## config.mk

```make
export PLATFORM = sky130hd
export DESIGN_NAME = bcd_display_seq
export DESIGN_NICKNAME = d
export VERILOG_FILES = /design/src/rtl/bcd_display_pkg.sv /design/src/rtl/seven_seg_bcd.sv /design/src/rtl/bcd_display_seq.sv
export SDC_FILE = /design/constraint.sdc
export NUM_CORES = 1
export LEC_CHECK = 0
export CORE_UTILIZATION = 50
export DETAILED_ROUTE_END_ITERATION = 8
export GPL_TIMING_DRIVEN = 1
export PLACE_DENSITY = 0.76
export SLEW_MARGIN = 20
export SYNTH_ARGS = -nofsm -noshare
export SYNTH_HDL_FRONTEND = slang
export SYNTH_SLANG_ARGS = --single-unit
```

## constraint.sdc

```tcl
create_clock -name clk -period 2.65 [get_ports clk]
set_input_delay 0.53 -clock clk [delete_from_list [all_inputs] [get_ports clk]]
set_output_delay 0.53 -clock clk [all_outputs]
set_load 0.005 [all_outputs]
```

## src/rtl/bcd_display_pkg.sv

```systemverilog
// ============================================================================
// bcd_display_pkg : shared state encoding and segment constants
// Rev 1.0
// ============================================================================
`default_nettype none

package bcd_display_pkg;

  typedef enum logic [1:0] {
    IDLE = 2'd0,
    CONV = 2'd1,
    LOAD = 2'd2
  } state_e;

  // Active-low, bit order {g,f,e,d,c,b,a}
  localparam logic [6:0] SEG_DIGIT [0:9] = '{
    7'b100_0000, 7'b111_1001, 7'b010_0100, 7'b011_0000, 7'b001_1001,
    7'b001_0010, 7'b000_0010, 7'b111_1000, 7'b000_0000, 7'b001_1000
  };
  localparam logic [6:0] SEG_BLANK = 7'b111_1111;
  localparam logic [6:0] SEG_DASH  = 7'b011_1111;

endpackage

`default_nettype wire

```

## src/rtl/seven_seg_bcd.sv

```systemverilog
// ============================================================================
// seven_seg_bcd : combinational BCD digit to active-low seven-segment decoder
// Rev 1.0
// ============================================================================
`default_nettype none

module seven_seg_bcd
  import bcd_display_pkg::*;
(
  input  logic [3:0] bcd_i,
  output logic [6:0] seg_o
);

  // Non-decimal codes cannot occur after a valid conversion; show a dash.
  always_comb begin
    seg_o = SEG_DASH;
    if (bcd_i <= 4'd9) seg_o = SEG_DIGIT[bcd_i];
  end

endmodule

`default_nettype wire

```

## src/rtl/bcd_display_seq.sv

```systemverilog
// ============================================================================
// bcd_display_seq : handshaked binary to NDIGITS seven-segment display driver
//                   using an iterative double-dabble engine
// Rev 1.0
// ============================================================================
`default_nettype none

module bcd_display_seq
  import bcd_display_pkg::*;
#(
  parameter int WIDTH   = 5,
  parameter int NDIGITS = 2
) (
  input  logic                   clk,
  input  logic                   reset_n,
  input  logic                   in_val,
  output logic                   in_rdy,
  input  logic [WIDTH-1:0]       in,
  input  logic                   blank_lz,
  output logic [7*NDIGITS-1:0]   seg,
  output logic                   ovf,
  output logic                   done
);

  localparam int             BW   = 4 * NDIGITS;
  localparam int             CW   = $clog2(WIDTH + 1);
  localparam logic [CW-1:0]  LAST = CW'(WIDTH - 1);

  state_e               state_q, state_d;
  logic [WIDTH-1:0]     shift_q, shift_d;
  logic [BW-1:0]        bcd_q, bcd_d;
  logic [CW-1:0]        cnt_q, cnt_d;
  logic                 mode_q, mode_d;
  logic                 acc_q, acc_d;
  logic [7*NDIGITS-1:0] seg_q, seg_d;
  logic                 ovf_q, ovf_d;
  logic                 done_q, done_d;

  logic [BW-1:0]        w_adj;
  logic [6:0]           w_dig_seg [NDIGITS];
  logic [7*NDIGITS-1:0] w_disp;
  logic                 w_lead;

  for (genvar g = 0; g < NDIGITS; g++) begin : g_digit
    seven_seg_bcd u_dec (
      .bcd_i (bcd_q[4*g +: 4]),
      .seg_o (w_dig_seg[g])
    );
  end

  always_comb begin
    w_adj = bcd_q;
    for (int k = 0; k < NDIGITS; k++) begin
      if (bcd_q[4*k +: 4] >= 4'd5) w_adj[4*k +: 4] = bcd_q[4*k +: 4] + 4'd3;
    end
  end

  // Scan from the top digit; blanking stops at the first nonzero digit.
  always_comb begin
    w_lead = 1'b1;
    w_disp = '0;
    for (int k = NDIGITS - 1; k >= 0; k--) begin
      if (acc_q) begin
        w_disp[7*k +: 7] = SEG_DASH;
      end else if (mode_q && w_lead && (k != 0) && (bcd_q[4*k +: 4] == 4'd0)) begin
        w_disp[7*k +: 7] = SEG_BLANK;
      end else begin
        w_disp[7*k +: 7] = w_dig_seg[k];
        w_lead           = 1'b0;
      end
    end
  end

  always_comb begin
    state_d = state_q;
    shift_d = shift_q;
    bcd_d   = bcd_q;
    cnt_d   = cnt_q;
    mode_d  = mode_q;
    acc_d   = acc_q;
    seg_d   = seg_q;
    ovf_d   = ovf_q;
    done_d  = 1'b0;
    case (state_q)
      IDLE: begin
        if (in_val) begin
          shift_d = in;
          mode_d  = blank_lz;
          bcd_d   = '0;
          cnt_d   = '0;
          acc_d   = 1'b0;
          state_d = CONV;
        end
      end
      CONV: begin
        bcd_d   = {w_adj[BW-2:0], shift_q[WIDTH-1]};
        shift_d = shift_q << 1;
        acc_d   = acc_q | w_adj[BW-1];
        cnt_d   = cnt_q + CW'(1);
        if (cnt_q == LAST) state_d = LOAD;
      end
      LOAD: begin
        seg_d   = w_disp;
        ovf_d   = acc_q;
        done_d  = 1'b1;
        state_d = IDLE;
      end
      default: state_d = IDLE;
    endcase
  end

  always_ff @(posedge clk or negedge reset_n) begin
    if (!reset_n) begin
      state_q <= IDLE;
      shift_q <= '0;
      bcd_q   <= '0;
      cnt_q   <= '0;
      mode_q  <= 1'b0;
      acc_q   <= 1'b0;
      seg_q   <= {NDIGITS{SEG_DIGIT[0]}};
      ovf_q   <= 1'b0;
      done_q  <= 1'b0;
    end else begin
      state_q <= state_d;
      shift_q <= shift_d;
      bcd_q   <= bcd_d;
      cnt_q   <= cnt_d;
      mode_q  <= mode_d;
      acc_q   <= acc_d;
      seg_q   <= seg_d;
      ovf_q   <= ovf_d;
      done_q  <= done_d;
    end
  end

  assign in_rdy = (state_q == IDLE);
  assign seg    = seg_q;
  assign ovf    = ovf_q;
  assign done   = done_q;

endmodule

`default_nettype wire

```

==> results by group, run 1 <==
Placed design
  – DP HPWL: 2500 um
  – Buffers on Ports: 25
  – Gp weighted congestion: 0.759
  – DP Worst Slack: 0.729 ns

Clock tree
  – H-Tree Depth: 2
  – Hold-fix buffers, CTS: 0
  – Num CTS Buffers: 5
  – Clock Path Buffers: 2
  – Root Buffer: clkbuf_8
  – CTS tree: built
  – CTS Sinks: 36
  – Post-cts sizing count: 0
  – Clock transition at path regs: 0.08 ns
  – Post CTS Setup Buffer Count: 0
  – Clock Latency Late Sink: 0.30 ns

Global routing
  – Gr ovfl total: 0
  – Vias in the first global route: 1,341
  – Initial antenna violation count: 0
  – First-pass GRT wire length: 6320 um
  – Largest net degree at the start of global routing: 37
  – GRT Total Usage: 19.8%

STA
  – Post-route setup TNS: 0 ns
  – Slew @ Worst Pin: 0.629 ns
  – Skew final: 0.0106 ns
  – Setup ws final: 0.559 ns
  – Fmax: 478 MHz
  – Final hold vios: 0
  – Final min period: 2.09 ns
  – RSZ-0062 raised after global routing: false
  – Worst slew margin: 58.1%
  – Worst Hold Slack: 0.474 ns
  – Post-route clock period utilization: 78.9%
  – # setup viols final: 0
  – Slew Viols, Final: 0

Setup path
  – Critical Path End Type: output pin
  – CP max FO: 18
  – CP arrival: 1.56 ns
  – Worst setup path class: reg -> out
  – WP data required: 2.12 ns
  – CP Launch Type: flop

Yosys
  – Post-synth EDFFs: 0
  – Syn_nets: 224
  – Share of synthesized registers carrying an async set or reset: 100%
  – Post-synthesis sequential area ratio: 46.0%
  – Number of distinct library cells after synthesis: 46
  – Synth warn: 0
  – Syn avg cell area: 9.66 um2
  – Ys flop type: dfrtp_1
  – Synthesized instance count: 203
  – Mapped cell area: 0.00196 mm2
  – Synth Register Bits: 36

Drt
  – DRT Pass-1 Iters: 4
  – Total number of vias: 1,505
  – Routed WL per cell: 13.0 um
  – Vias/cell: 5.47
  – DR DRC count: 0
  – Post-Route WL: 3560 um
  – Final ANT Viol Nets: 0
  – Starting DRT DRC Count: 106

Hold path
  – Hold WC Path Type: reg -> reg

Layout
  – Seq. cell area: 903 um2
  – Area delta synth->final: 17.6%
  – Net count, final: 247
  – ANT cells: 0
  – Filler instances: 331
  – Multi-input gate area: 933 um2
  – Fraction of layout cells with a size suffix above 1: 7.93%

Die
  – Core Box Area: 0.00372 mm2
  – Placement Rows: 22
  – I/O Pins: 26
  – Die W: 64.6 um
  – Initial core utilization: 52.8%
  – Die area: 0.00418 mm2
  – Die height: 64.6 um

Power and ir drop
  – VDD IR max: 0.458 mV
  – Power density over the cells: 1190 mW/mm2
  – Pleak: 1.02 nW
  – Total Power: 0.00275 W

Run status
  – Status: complete, no violations

Run
  – Max-Cap Viols: 0
[Yosys cell counts, types with 2 or more instances]
library cell | n | area [um2]
a22o_1 | 4 | 35.0
buf_4 | 2 | 15.0
nand2_1 | 28 | 105
a31oi_1 | 4 | 25.0
buf_2 | 3 | 15.0
o21bai_1 | 3 | 22.5
nor2_1 | 9 | 33.8
ha_1 | 12 | 150
inv_1 | 10 | 37.5
clkbuf_8 | 2 | 27.5
and3b_1 | 2 | 17.5
dfstp_2 | 2 | 52.6
o21ai_1 | 4 | 20.0
o21a_1 | 2 | 15.0
a22oi_1 | 2 | 15.0
o311ai_0 | 4 | 35.0
a21oi_1 | 17 | 85.1
buf_6 | 2 | 22.5
o22a_1 | 3 | 26.3
nand3_1 | 2 | 10.0
o41ai_1 | 2 | 17.5
o21ai_0 | 17 | 85.1
o211ai_1 | 2 | 15.0
nor2b_1 | 6 | 37.5
xnor2_1 | 2 | 17.5
dfrtp_1 | 34 | 851
nand2b_1 | 4 | 25.0
[cells by family (layout without fill, tap and decap cells)]
logic type | count (synthesis) | after routing | share of synthesized area (%)
muxes | 2 | 2 | 1.08
DFF | 36 | 36 | 46.0
buffers and inverters | 21 | 45 | 6.38
AOI/OAI and AO/OA | 71 | 71 | 23.3
adders and majority gates | 12 | 12 | 7.65
xor gates and xnor gates | 3 | 3 | 1.34
and+or+nand+nor | 58 | 58 | 14.2
[final cells by class]
class	instances	share of cell area [%]
Timing Repair Buffer	26	11.2
Tap cell	48	2.60
Multi-Input combinational cell	146	40.5
Clock inverter	3	1.84
Inverter	11	1.79
Sequential cell	36	39.2
Clock buffer	5	2.98
[metal layers]
metal	wire (um)	global-route usage, %	vias to the layer above
li1	-	-	760
met1	1740	27.3	702
met2	1620	29.7	38
met3	159	4.40	5
met4	44	9.17	0
met5	0	0	-
[power breakdown]
part           internal [W]  switching, W  leakage [nW]
logic              0.000632      0.000562         0.517
clock network      0.000278      0.000201        0.0541
registers          0.000792      0.000284         0.446
[stage by stage]
step	instance area [um2]	util, %	cells
floorplan	1960	-	203
global placement	2200	59.1	267
detailed placement	2200	59.1	267
CTS	2310	62.1	275
global route	2310	62.1	275
finish	2310	62.1	275
[registers in the layout, summed over array words and instances (netlist names)]
name / count
acc_q: 1
bcd_q: 8
cnt_q: 3
done: 1
mode_q: 1
ovf: 1
seg: 14
shift_q: 5
state_q: 2
[worst paths after layout]
kind / startpoint / end / slack [ns] / depth (start not counted)
worst max-delay path: state_q[0] / in_rdy / 0.56 / 2
worst max register to register: bcd_q[4] / seg[9] / 0.82 / 6
worst min register to register: seg[6] / seg[6] / 0.47 / 2
max in group asynchronous: reset_n / seg[6] / 1.65 / 2
worst min-delay path: seg[6] / seg[6] / 0.47 / 2
min in group asynchronous: reset_n / seg[0] / 0.65 / 2
[worst max-delay path, cell delays in order (launching register included)]
cell and delay [ns]:
dfrtp_1 0.57, nor2_1 0.17, clkdlybuf4s50_1 0.52
[layout by cell type (no fill, tap or decap), drive strengths merged, types with 2 or more instances in the layout]
| cell type | instances |
|---|---|
| o311ai | 4 |
| o41ai | 2 |
| a21oi | 17 |
| a31oi | 4 |
| o211ai | 2 |
| and3b | 2 |
| nand2 | 28 |
| dfrtp | 34 |
| a211o | 2 |
| o22a | 3 |
| o21ai | 22 |
| clkdlybuf4s50 | 25 |
| xnor2 | 2 |
| nand2b | 5 |
| o21a | 2 |
| a22oi | 2 |
| ha | 12 |
| nand3 | 2 |
| o21bai | 3 |
| clkbuf | 5 |
| inv | 11 |
| nor2 | 9 |
| a22o | 4 |
| nor2b | 6 |
| dfstp | 2 |
Power figures use the tool's default switching activity.
==> run 2: changes to the inputs <==
--- a/config.mk
+++ b/config.mk
@@ -5,10 +5,10 @@
 export SDC_FILE = /design/constraint.sdc
 export NUM_CORES = 1
 export LEC_CHECK = 0
-export CORE_UTILIZATION = 50
+export CORE_UTILIZATION = 49
 export DETAILED_ROUTE_END_ITERATION = 8
 export GPL_TIMING_DRIVEN = 1
-export PLACE_DENSITY = 0.76
+export PLACE_DENSITY = 0.77
 export SLEW_MARGIN = 20
 export SYNTH_ARGS = -nofsm -noshare
 export SYNTH_HDL_FRONTEND = slang
==> constraint.sdc (replaced) <==
create_clock -name clk -period 1.9 [get_ports clk]
set_input_delay 0.38 -clock clk [delete_from_list [all_inputs] [get_ports clk]]
set_output_delay 0.38 -clock clk [all_outputs]
set_load 0.005 [all_outputs]
==> results by group, run 2 (same netlist as run 1, synthesis figures left out) <==
Drt
  – Starting DRT DRC Count: 73 (was 106)
  – Routed WL per cell: 13.2 um (was 13.0 um)
  – DR DRC count: 0 (unchanged)
  – Vias/cell: 5.51 (was 5.47)
  – Final ANT Viol Nets: 0 (unchanged)
  – DRT Pass-1 Iters: 4 (unchanged)
  – Post-Route WL: 3680 um (was 3560 um)
  – Total number of vias: 1,532 (was 1,505)

Clock tree
  – CTS Sinks: 36 (unchanged)
  – Clock transition at path regs: 0.07 ns (was 0.08 ns)
  – Clock Path Buffers: 2 (unchanged)
  – Root Buffer: clkbuf_8 (unchanged)
  – Hold-fix buffers, CTS: 0 (unchanged)
  – H-Tree Depth: 2 (unchanged)
  – CTS tree: built (unchanged)
  – Clock Latency Late Sink: 0.29 ns (was 0.30 ns)
  – Num CTS Buffers: 5 (unchanged)

Global routing
  – GRT Total Usage: 20.0% (was 19.8%)
  – First-pass GRT wire length: 6440 um (was 6320 um)
  – Largest net degree at the start of global routing: 20 (was 37)
  – Gr ovfl total: 0 (unchanged)
  – Initial antenna violation count: 0 (unchanged)
  – Vias in the first global route: 1,410 (was 1,341)

Setup path
  – Critical Path, Cell by Cell: inv_1, ha_1, and2_1, a221o_1, a21oi_1, o21ai_1 (was nor2_1, clkdlybuf4s50_1)
  – WP data required: 2.07 ns (was 2.12 ns)
  – Reg2Reg Setup Slack: 0.1 ns (was 0.82 ns)
  – Worst setup path class: reg -> reg (was reg -> out)
  – CP Launch Type: flop (unchanged)
  – Reg-to-Reg End: seg[10] (was seg[9])
  – Critical Path End Type: flop (was output pin)
  – CP max FO: 6 (was 18)
  – CP arrival: 1.97 ns (was 1.56 ns)
  – Highest-delay cell along the critical path: dfrtp_1 (unchanged)
  – Slowest stage delay, CP: 0.44 ns (was 0.57 ns)
  – R2R depth: 6 (unchanged)
  – Reg2reg start: bcd_q[4] (unchanged)

Placed design
  – Buffers on Ports: 25 (unchanged)
  – DP HPWL: 2650 um (was 2500 um)
  – Gp weighted congestion: 0.808 (was 0.759)
  – Placed inst area: 0.00223 mm2 (was 0.00220 mm2)

Run status
  – Status: complete, no violations (unchanged)

Layout
  – Most common cell after layout, fill and taps aside: dfrtp_1 (unchanged)
  – Max FFs per register: 14 (unchanged)
  – Filler instances: 341 (was 331)
  – ANT cells: 0 (unchanged)
  – Area delta synth->final: 20.2% (was 17.6%)
  – Commonest non-fill, non-tap cells in the layout: 33 x dfrtp_1, 28 x nand2_1, 25 x clkdlybuf4s50_1 (was 34 x dfrtp_1, 28 x nand2_1, 25 x clkdlybuf4s50_1)
  – Multi-input gate area: 933 um2 (unchanged)
  – Design area: 0.00236 mm2 (was 0.00231 mm2)
  – Fraction of layout cells with a size suffix above 1: 9.57% (was 7.93%)
  – Net count, final: 250 (was 247)
  – Seq. cell area: 905 um2 (was 903 um2)

Die
  – Die area: 0.00426 mm2 (was 0.00418 mm2)
  – Die height: 65.3 um (was 64.6 um)
  – Placement Rows: 22 (unchanged)
  – Die W: 65.3 um (was 64.6 um)
  – Initial core utilization: 52.4% (was 52.8%)
  – I/O Pins: 26 (unchanged)
  – Core Box Area: 0.00374 mm2 (was 0.00372 mm2)

STA
  – Skew final: 0.00541 ns (was 0.0106 ns)
  – RSZ-0062 raised after global routing: false (unchanged)
  – Slew @ Worst Pin: 0.643 ns (was 0.629 ns)
  – Post-route clock period utilization: 94.8%
  – Post-route setup TNS: 0 ns (unchanged)
  – Fmax: 555 MHz
  – Slew Viols, Final: 0 (unchanged)
  – Final hold vios: 0 (unchanged)
  – Final min period: 1.80 ns
  – # setup viols final: 0 (unchanged)
  – Worst slew margin: 57.2% (was 58.1%)

Power and ir drop
  – VDD IR max: 0.696 mV (was 0.458 mV)
  – Pleak: 1.04 nW (was 1.02 nW)
  – Power density over the cells: 1670 mW/mm2 (was 1190 mW/mm2)

Hold path
  – Hold WC Path Type: in -> async (was reg -> reg)

Run
  – Max-Cap Viols: 0 (unchanged)
==> run 2: cell count changes in the layout (fill, tap and decap cells not counted) <==
cell,delta
buf_12,+1
buf_4,+2
clkbuf_8,+2
clkinv_2,-1
clkinvlp_4,-1
dfrtp_1,-1
dfrtp_2,+1
==> run 2: worst max-delay path: cells and delay by family, from the launching register on <==
family                   cells  cell delay [ns]
AO/OA/AOI/OAI                3             0.65
adder cells (fa/ha/maj)      1             0.28
buffers and inverters        1             0.15
flip-flops                   1             0.44
AND/OR/NAND/NOR              1             0.16
==> run 2: where the power goes <==
| part | switching, W | internal [W] | total [W] | leakage (nW) |
|---|---|---|---|---|
| Sequential | 0.000354 | 0.00111 | 0.00146 | 0.444 |
| Clock | 0.000273 | 0.000463 | 0.000736 | 0.0645 |
| Combinational | 0.000832 | 0.000905 | 0.00174 | 0.536 |
==> run 2: layer usage <==
layer  track usage [%]  routed length, um  vias to the layer above  share of wire (%)
met1              25.3               1790                      720                 49
met5                 0                  0                        -                  0
li1                  -                  -                      767                  -
met2              32.2               1670                       38                 45
met4              8.15                 62                        0                1.7
met3              5.56                161                        7                4.4
==> run 2: how the worst max path moves through the flow <==
stage / from / end / slack [ns] / depth (start not counted)
floorplan: bcd_q[4] / seg[8] / 0.34 / 6
global placement: in_val / bcd_q[7] / 0.13 / 4
detailed placement: in_val / bcd_q[6] / 0.12 / 4
CTS: state_q[1] / in_rdy / 0.04 / 2
global route: bcd_q[4] / seg[10] / 0.002 / 6
finish: bcd_q[4] / seg[10] / 0.1 / 6
==> run 2: layout make-up <==
class,count,area share (%)
inverters,11,1.75
repair buffers,29,12.4
clock inverters,1,1.27
flip-flops and latches,36,38.4
clock buffers,7,4.08
multi-input cells,146,39.6
well taps,48,2.55
==> run 2: per-stage QoR <==
| step | setup WS, ns | hold slack [ns] | power (W) | util, % | instances |
|---|---|---|---|---|---|
| after floorplan | 0.337 | 0.0844 | 0.00261 | - | 203 |
| after global placement | 0.127 | 0.461 | 0.00316 | 59.6 | 270 |
| after detailed placement | 0.123 | 0.463 | 0.00321 | 59.6 | 270 |
| after CTS | 0.0417 | 0.455 | 0.00396 | 63.0 | 278 |
| after global routing | 0.00196 | 0.467 | 0.00426 | 63.0 | 278 |
| final | 0.0993 | 0.435 | 0.00393 | 63.0 | 278 |
==> run 2: what timing repair did <==
| item | 4_1_cts | 5_1_grt |
|---|---|---|
| setup buffers | 0 | 0 |
| hold endpoints to repair | 0 | 0 |
| setup endpoints to repair | 0 | 1 |
| gates resized for setup | 0 | 1 |
